[config.mk]
export PLATFORM = sky130hd
export DESIGN_NAME = ex_mem_queue
export DESIGN_NICKNAME = d
export VERILOG_FILES = /design/src/rtl/ex_mem_queue.sv
export SDC_FILE = /design/constraint.sdc
export NUM_CORES = 1
export LEC_CHECK = 0
export ABC_AREA = 1
export BUFFER_PORTS_ARGS = -buffer_cell sky130_fd_sc_hd__buf_4
export CELL_PAD_IN_SITES_DETAIL_PLACEMENT = 0
export CELL_PAD_IN_SITES_GLOBAL_PLACEMENT = 1
export CORE_ASPECT_RATIO = 0.7
export CORE_MARGIN = 3
export CORE_UTILIZATION = 46
export CTS_CLUSTER_DIAMETER = 50
export CTS_CLUSTER_SIZE = 40
export DETAILED_ROUTE_END_ITERATION = 10
export GPL_TIMING_DRIVEN = 1
export HOLD_SLACK_MARGIN = 0.12
export PLACE_DENSITY = 0.77
export SLEW_MARGIN = 20
export SYNTH_ARGS = -nofsm -noshare
export SYNTH_HDL_FRONTEND = slang
export SYNTH_SLANG_ARGS = --single-unit
[constraint.sdc]
create_clock -name clk -period 3.4 [get_ports clk]
set_clock_uncertainty 0.1 [all_clocks]
set_input_delay 0.17 -clock clk [delete_from_list [all_inputs] [get_ports clk]]
set_output_delay 0.17 -clock clk [all_outputs]
set_load 0.02 [all_outputs]
[src/rtl/ex_mem_queue.sv]
// EX->MEM skid queue: small circular FIFO holding ALU results
// between execute and memory stages, with flush and occupancy FSM.
module ex_mem_queue #(
  parameter int DATA_W = 32,
  parameter int RD_W   = 5,
  parameter int DEPTH  = 4
) (
  input  logic                       clk,
  input  logic                       reset,
  input  logic                       in_valid,
  output logic                       in_ready,
  input  logic [DATA_W-1:0]          in_res,
  input  logic                       in_zero,
  input  logic [RD_W-1:0]            in_rd,
  input  logic                       in_wr,
  input  logic                       flush,
  output logic                       out_valid,
  input  logic                       out_ready,
  output logic [DATA_W-1:0]          out_res,
  output logic                       out_zero,
  output logic [RD_W-1:0]            out_rd,
  output logic                       out_wr,
  output logic [$clog2(DEPTH):0]     count
);

  localparam int AW = $clog2(DEPTH);
  localparam int CW = AW + 1;
  localparam int EW = DATA_W + RD_W + 2;
  localparam logic [CW-1:0] LAST = CW'(DEPTH - 1);
  localparam logic [CW-1:0] ONE  = CW'(1);

  typedef enum logic [1:0] {
    EMPTY   = 2'd0,
    PARTIAL = 2'd1,
    FULL    = 2'd2
  } state_e;

  state_e          state_q, state_d;
  logic [AW-1:0]   wr_ptr_q, wr_ptr_d;
  logic [AW-1:0]   rd_ptr_q, rd_ptr_d;
  logic [CW-1:0]   count_q, count_d;
  logic [EW-1:0]   mem_q [DEPTH];
  logic [EW-1:0]   head;
  logic            push, pop;

  always_ff @(posedge clk or posedge reset) begin
    if (reset) begin
      state_q  <= EMPTY;
      wr_ptr_q <= '0;
      rd_ptr_q <= '0;
      count_q  <= '0;
    end else begin
      state_q  <= state_d;
      wr_ptr_q <= wr_ptr_d;
      rd_ptr_q <= rd_ptr_d;
      count_q  <= count_d;
    end
  end

  // Storage is data-only; validity lives entirely in the pointers.
  always_ff @(posedge clk) begin
    if (push && !reset)
      mem_q[wr_ptr_q] <= {in_res, in_zero, in_rd, in_wr};
  end

  always_comb begin
    push     = in_valid && in_ready && !flush;
    pop      = out_valid && out_ready && !flush;
    wr_ptr_d = wr_ptr_q;
    rd_ptr_d = rd_ptr_q;
    count_d  = count_q;
    state_d  = state_q;
    if (flush) begin
      wr_ptr_d = '0;
      rd_ptr_d = '0;
      count_d  = '0;
      state_d  = EMPTY;
    end else begin
      if (push) wr_ptr_d = wr_ptr_q + AW'(1);
      if (pop)  rd_ptr_d = rd_ptr_q + AW'(1);
      unique case ({push, pop})
        2'b10:   count_d = count_q + ONE;
        2'b01:   count_d = count_q - ONE;
        default: count_d = count_q;
      endcase
      unique case (state_q)
        EMPTY: begin
          if (push) state_d = PARTIAL;
        end
        PARTIAL: begin
          if (push && !pop && count_q == LAST)
            state_d = FULL;
          else if (pop && !push && count_q == ONE)
            state_d = EMPTY;
        end
        FULL: begin
          if (pop) state_d = PARTIAL;
        end
        default: state_d = EMPTY;
      endcase
    end
  end

  always_comb begin
    in_ready  = (state_q != FULL);
    out_valid = (state_q != EMPTY);
    head      = out_valid ? mem_q[rd_ptr_q] : '0;
    {out_res, out_zero, out_rd, out_wr} = head;
    count     = count_q;
  end

endmodule

## After elaboration in Yosys (flattened, before gate mapping)

Memory sizes are Yosys's and may differ from the RTL's.
Cells that the tools add are included.

- Word-level logic and storage cells: 53
- Input port bits: 44
- Flip-flop bits (word level): 9
- Output and inout bits: 44
- Bits in writable memories: 156
- Memories: 1

Memories:

| name | words | width | rd ports | clocked after memory_dff | write ports | RTL line | source |
|---|---|---|---|---|---|---|---|
| mem_q | 4 | 39 | 1 | 0 | 1 | 42 | `logic [EW-1:0] mem_q [DEPTH];` |

- Equality and inequality tests: 10
- Multiplexer cells: 15
- Add/subtract/negate cells: 4
- Reduce and logical (&&, ||, !) cells: 19

Operators with widths:

| kind | number |
|---|---|
| 2-to-1 mux 39 bit | 1 |
| 2-to-1 mux 2 bit | 9 |
| logical AND 1 bit | 9 |
| inequality test 3 bit (second input constant) | 2 |
| one-hot mux 2 bit (3 select lines) | 1 |
| one-hot mux 3 bit (2 select lines) | 1 |
| nonzero test 2 bit | 3 |
| adder 2 x 1 -> 2 bit (second input constant) | 2 |
| equality test 2 x 1 -> 1 bit (second input constant) | 2 |
| equality test 2 bit (second input constant) | 2 |
| zero test 1 bit | 4 |
| inequality test 4 bit (second input constant) | 1 |
| adder 3 x 1 -> 3 bit (second input constant) | 1 |
| equality test 3 x 1 -> 1 bit (second input constant) | 1 |
| equality test 3 x 2 -> 1 bit (second input constant) | 1 |
| 2-to-1 mux 3 bit | 1 |
| AND reduction 3 bit | 1 |
| nonzero test 3 bit | 1 |
| subtractor 3 x 1 -> 3 bit (second input constant) | 1 |
| zero test 2 bit | 1 |
| 2-to-1 mux 1 bit | 2 |
| inequality test 2 bit (second input constant) | 1 |

## Longest topological paths before layout

- Word-level depth: 10
- Depth in mapped cells: 9
- Mapped depth without buffers: 9

## Worst setup path after synthesis

No wires, ideal clock.

- Path type: register -> register
- From: reg state_q[0]
- To: mem mem_q[0][0] (netlist bit), enable pin
- Arrival: 2.508 ns
- Library setup time: 0.435 ns
- Buffers on the path: 0
- Path slack: 0.356 ns
- Cell stages (with the launch flop): 7
- Period minus slack after synthesis: 3.044 ns
- Required time: 2.865 ns
- Path through: dfrtp_1 > inv_2 > nand2_2 > nand3_2 > inv_1 > nand2_1 > nor2_1

- Longest elaborated chain between the ends: 6

Ends and longest elaborated chain:

| item | RTL line | source |
|---|---|---|
| start: declaration | 38 | `state_e state_q, state_d;` |
| start signal: assignment | 53 | `state_q <= state_d;` |
| inequality test 2 bit | 105 | `in_ready = (state_q != FULL);` |
| named net in_ready | 11 | `output logic in_ready,` |
| logical AND 1 bit (2 in a row) | 67 | `push = in_valid && in_ready && !flush;` |
| logical AND 1 bit | 62 | `if (push && !reset)` |
| 2-to-1 mux 1 bit | 62 |  |
| 2-to-1 mux 1 bit (implied by the code) | 63 | `mem_q[wr_ptr_q] <= {in_res, in_zero, in_rd, in_wr};` |
| end: declaration | 42 |  |

The timed path passes the listed nets, and every way through them passes these cells.

## Worst setup path in the final report

- From: reg rd_ptr_q[1]
- To: out out_rd[0]

- Longest elaborated chain between the ends: 2

Ends and longest elaborated chain:

| item | RTL line | source |
|---|---|---|
| start: declaration | 40 | `logic [AW-1:0] rd_ptr_q, rd_ptr_d;` |
| start signal: assignment | 55 | `rd_ptr_q <= rd_ptr_d;` |
| memory (4 x 39 bit) | -- |  |
| 2-to-1 mux 39 bit | 107 | `head = out_valid ? mem_q[rd_ptr_q] : '0;` |
| end: declaration | 21 | `output logic [RD_W-1:0] out_rd,` |

Every way passes these cells.

==> flow_metrics.tcl <==
set metrics [dict create \
    root_buffer "clkbuf_16" \
    antenna_cells 0 \
    setup.worst_path.start_class "flop" \
    synth_edf_count 156 \
    yosys-top-cells-area "edfxtp_1 70%, nor2_1 9.3%, o21ai_0 5.0%" \
    cap_violations 0 \
    routed_wl_um 15100 \
    synth-simple-area-share_pct 11.70 \
    drive_gt1_share_pct 21.15 \
    cts_num_sinks 165 \
    vias_per_cell 5.009 \
    synth_ff_type "edfxtp_1" \
    cts_tree "done" \
    gp_congestion 0.7214 \
    synth_nets 601 \
    yosysMostFrequentCell "nor2_1" \
    cp.arrival_ns 2.83 \
    r2r_slack_ns 0.56 \
    finalSetupViolCount 0 \
    finalCritPeriodShare_pct 91.17 \
    numPortBuffers 87 \
    seq_power_share_pct 46.6 \
    htree_num_levels 4 \
    worst-path-max-fanout 41 \
    grt-ovfl-total 0 \
    worst_pin_slew_ns 0.8958 \
    drc 0 \
    start_util_pct 47.57 \
    r2r_end "state_q[0]" \
    postCtsHoldBufs 45 \
    ys_seq_area_share_pct 73.44 \
    clk-insertion-delay-late_ns 0.43 \
    track_usage_pct 19.84 \
    maxSlewHeadroom_pct 40.28 \
    row_count 36 \
    startpoint "rd_ptr_q[1]" \
    async_flop_share_pct 5.455 \
    p_comb_share_pct 16.3 \
    ys_warn_count 0 \
    layout.nets 734 \
    grt_pass1_wl_um 23860 \
    numCtsBuffers 17 \
    synth_compound_area_share_pct 9.433 \
    rsz0062_at_grt "no" \
    drt_pass1_iterations 4 \
    end_kind "output port" \
    peakVddDrop_uv 372.0 \
    synthCells 549 \
    final.setup.worst_slack_ns 0.3002 \
    postCtsSetupBuffers 0 \
    pre_cts_slack_ns 0.8292 \
    p_sw_share_pct 27.64 \
    avgSynthCellArea_um2 12.18 \
    worstSetupPathType "flop to output port" \
    fillers 1133 \
    internal-power_mw 3.611 \
    finalHoldViolCount 0 \
    core_mm2 0.01405 \
    drtIter0Drc 311 \
    p_switching_mw 1.379 \
    clockPowerShare_pct 37.1 \
    grt_start_max_net_pins 44 \
    io_pins 88 \
    clock_path_buffers 2 \
    leakagePower_nw 3.188 \
    yosysTopAreaCell "edfxtp_1" \
    crit_end "out_rd[0]" \
    synth_area_mm2 0.006685 \
    synth_common_cells "165 x nor2_1, 156 x edfxtp_1, 67 x o21ai_0" \
    die_area_mm2 0.01604 \
    antenna_found_initial 0 \
    syn2layout_area_growth_pct 27.72 \
    vias 4433 \
    post-route-min-period_ns 3.100 \
    max_freq_mhz 322.6 \
    ys_ff_latch 165 \
    grt_pass1_vias 4408 \
    synth_cell_types 23 \
    synth_mux_area_share_pct 0 \
    wl_per_cell_um 17.06 \
    die_w_um 150.1 \
    ant_nets 0 \
    tns_ns 0 \
    synth_top_family_by_area "simple AND/OR/NAND/NOR gates" \
    ff2ff_path_depth 7 \
    yosys.area.top_type_share_pct 70.07 \
    report.final.slew_viol_count 0 \
    fp.dieH_um 106.9 \
    power.density_mw_per_mm2 584.4 \
    synth_xor_area_share_pct 0.1310 \
    min_path_type "input pin to async pin" \
    required_ns 3.13 \
    place_hpwl_um 8608 \
    synth_adder_area_share_pct 1.497 \
    cts_resized 0 \
    r2r-start "state_q[0]" \
    clk_pin_slew_ns 0.07 \
    status "finished clean" \
]
## kinds of logic (layout without fill, tap and decap cells)
logic type / count (synthesis) / count (layout)
compound gates: 126 / 126
xor+xnor: 1 / 1
fa+ha+maj: 8 / 8
buf+inv: 49 / 195
flops: 165 / 165
simple gates: 200 / 200
## worst min path at each step
stage / from / to / slack [ns] / depth (start not counted)
2_1_floorplan: reset / count[0] / -0.09 / 1
3_3_place_gp: reset / state_q[0] / 0.06 / 3
3_5_place_dp: reset / state_q[0] / 0.07 / 3
4_1_cts: reset / count[1] / 0.16 / 4
5_1_grt: reset / count[1] / 0.20 / 4
6_report: reset / count[1] / 0.17 / 4
## critical path, cell delays in order, from the launching register on
cell	delay, ns
dfrtp_2	0.95
inv_2	0.61
nor2_1	0.23
o21ai_0	0.10
a21oi_1	0.27
buf_4	0.20
## flip-flops by register name (all words and copies together) (netlist names)
name / cells
rd_ptr_q: 2
count: 3
mem_q: 156
state_q: 2
wr_ptr_q: 2
## metrics by stage
step / power, mW / instances / area, um^2 / hold WS [ns] / util, %
2_1_floorplan: 2.816 / 549 / 6685 / -0.09389 / -
3_3_place_gp: 3.128 / 808 / 7520 / 0.06258 / 53.51
3_5_place_dp: 3.137 / 808 / 7520 / 0.06577 / 53.51
4_1_cts: 5.024 / 885 / 8538 / 0.1620 / 60.76
5_1_grt: 5.196 / 885 / 8538 / 0.1976 / 60.76
6_report: 4.990 / 885 / 8538 / 0.1669 / 60.76
## power groups by stage
stage | combinational (mW) | sequential [mW] | clock (mW)
after global placement | 0.761 | 2.37 | 0
after detailed placement | 0.768 | 2.37 | 0
after global routing | 0.893 | 2.33 | 1.97
after CTS | 0.818 | 2.33 | 1.88
final | 0.812 | 2.33 | 1.85
after floorplan | 0.466 | 2.35 | 0
## layout by cell type (no fill, tap or decap), drive strengths merged
cell	synthesis	final
nand3	5	5
nand4	2	2
ha	8	8
edfxtp	156	156
clkinvlp	0	1
xor2	1	1
o21ai	85	85
clkbuf	12	17
nor2	165	165
inv	20	28
bufinv	0	1
buf	17	98
clkinv	0	5
a21oi	41	41
dfrtp	9	9
nand2	28	28
dlygate4sd3	0	45
## cell type report
| class | count | area, um^2 | share of cell area (%) |
|---|---|---|---|
| Sequential cell | 165 | 4912 | 57.53 |
| Multi-Input combinational cell | 335 | 1559 | 18.26 |
| Timing Repair Buffer | 143 | 1186 | 13.89 |
| Clock buffer | 17 | 425.4 | 4.982 |
| Tap cell | 190 | 237.7 | 2.784 |
| Clock inverter | 15 | 142.6 | 1.671 |
| Inverter | 20 | 75.07 | 0.8792 |
## routing by layer
| metal | share of wire, % | vias up | GRT usage, % | wire, um |
|---|---|---|---|---|
| met4 | 0.94 | 0 | 6.462 | 142 |
| met1 | 49 | 2117 | 28.77 | 7339 |
| met3 | 5.4 | 10 | 4.563 | 816 |
| met2 | 45 | 121 | 29.97 | 6802 |
| li1 | - | 2185 | - | - |
| met5 | 0 | - | 0 | 0 |
(Power assumes the default switching activity.)
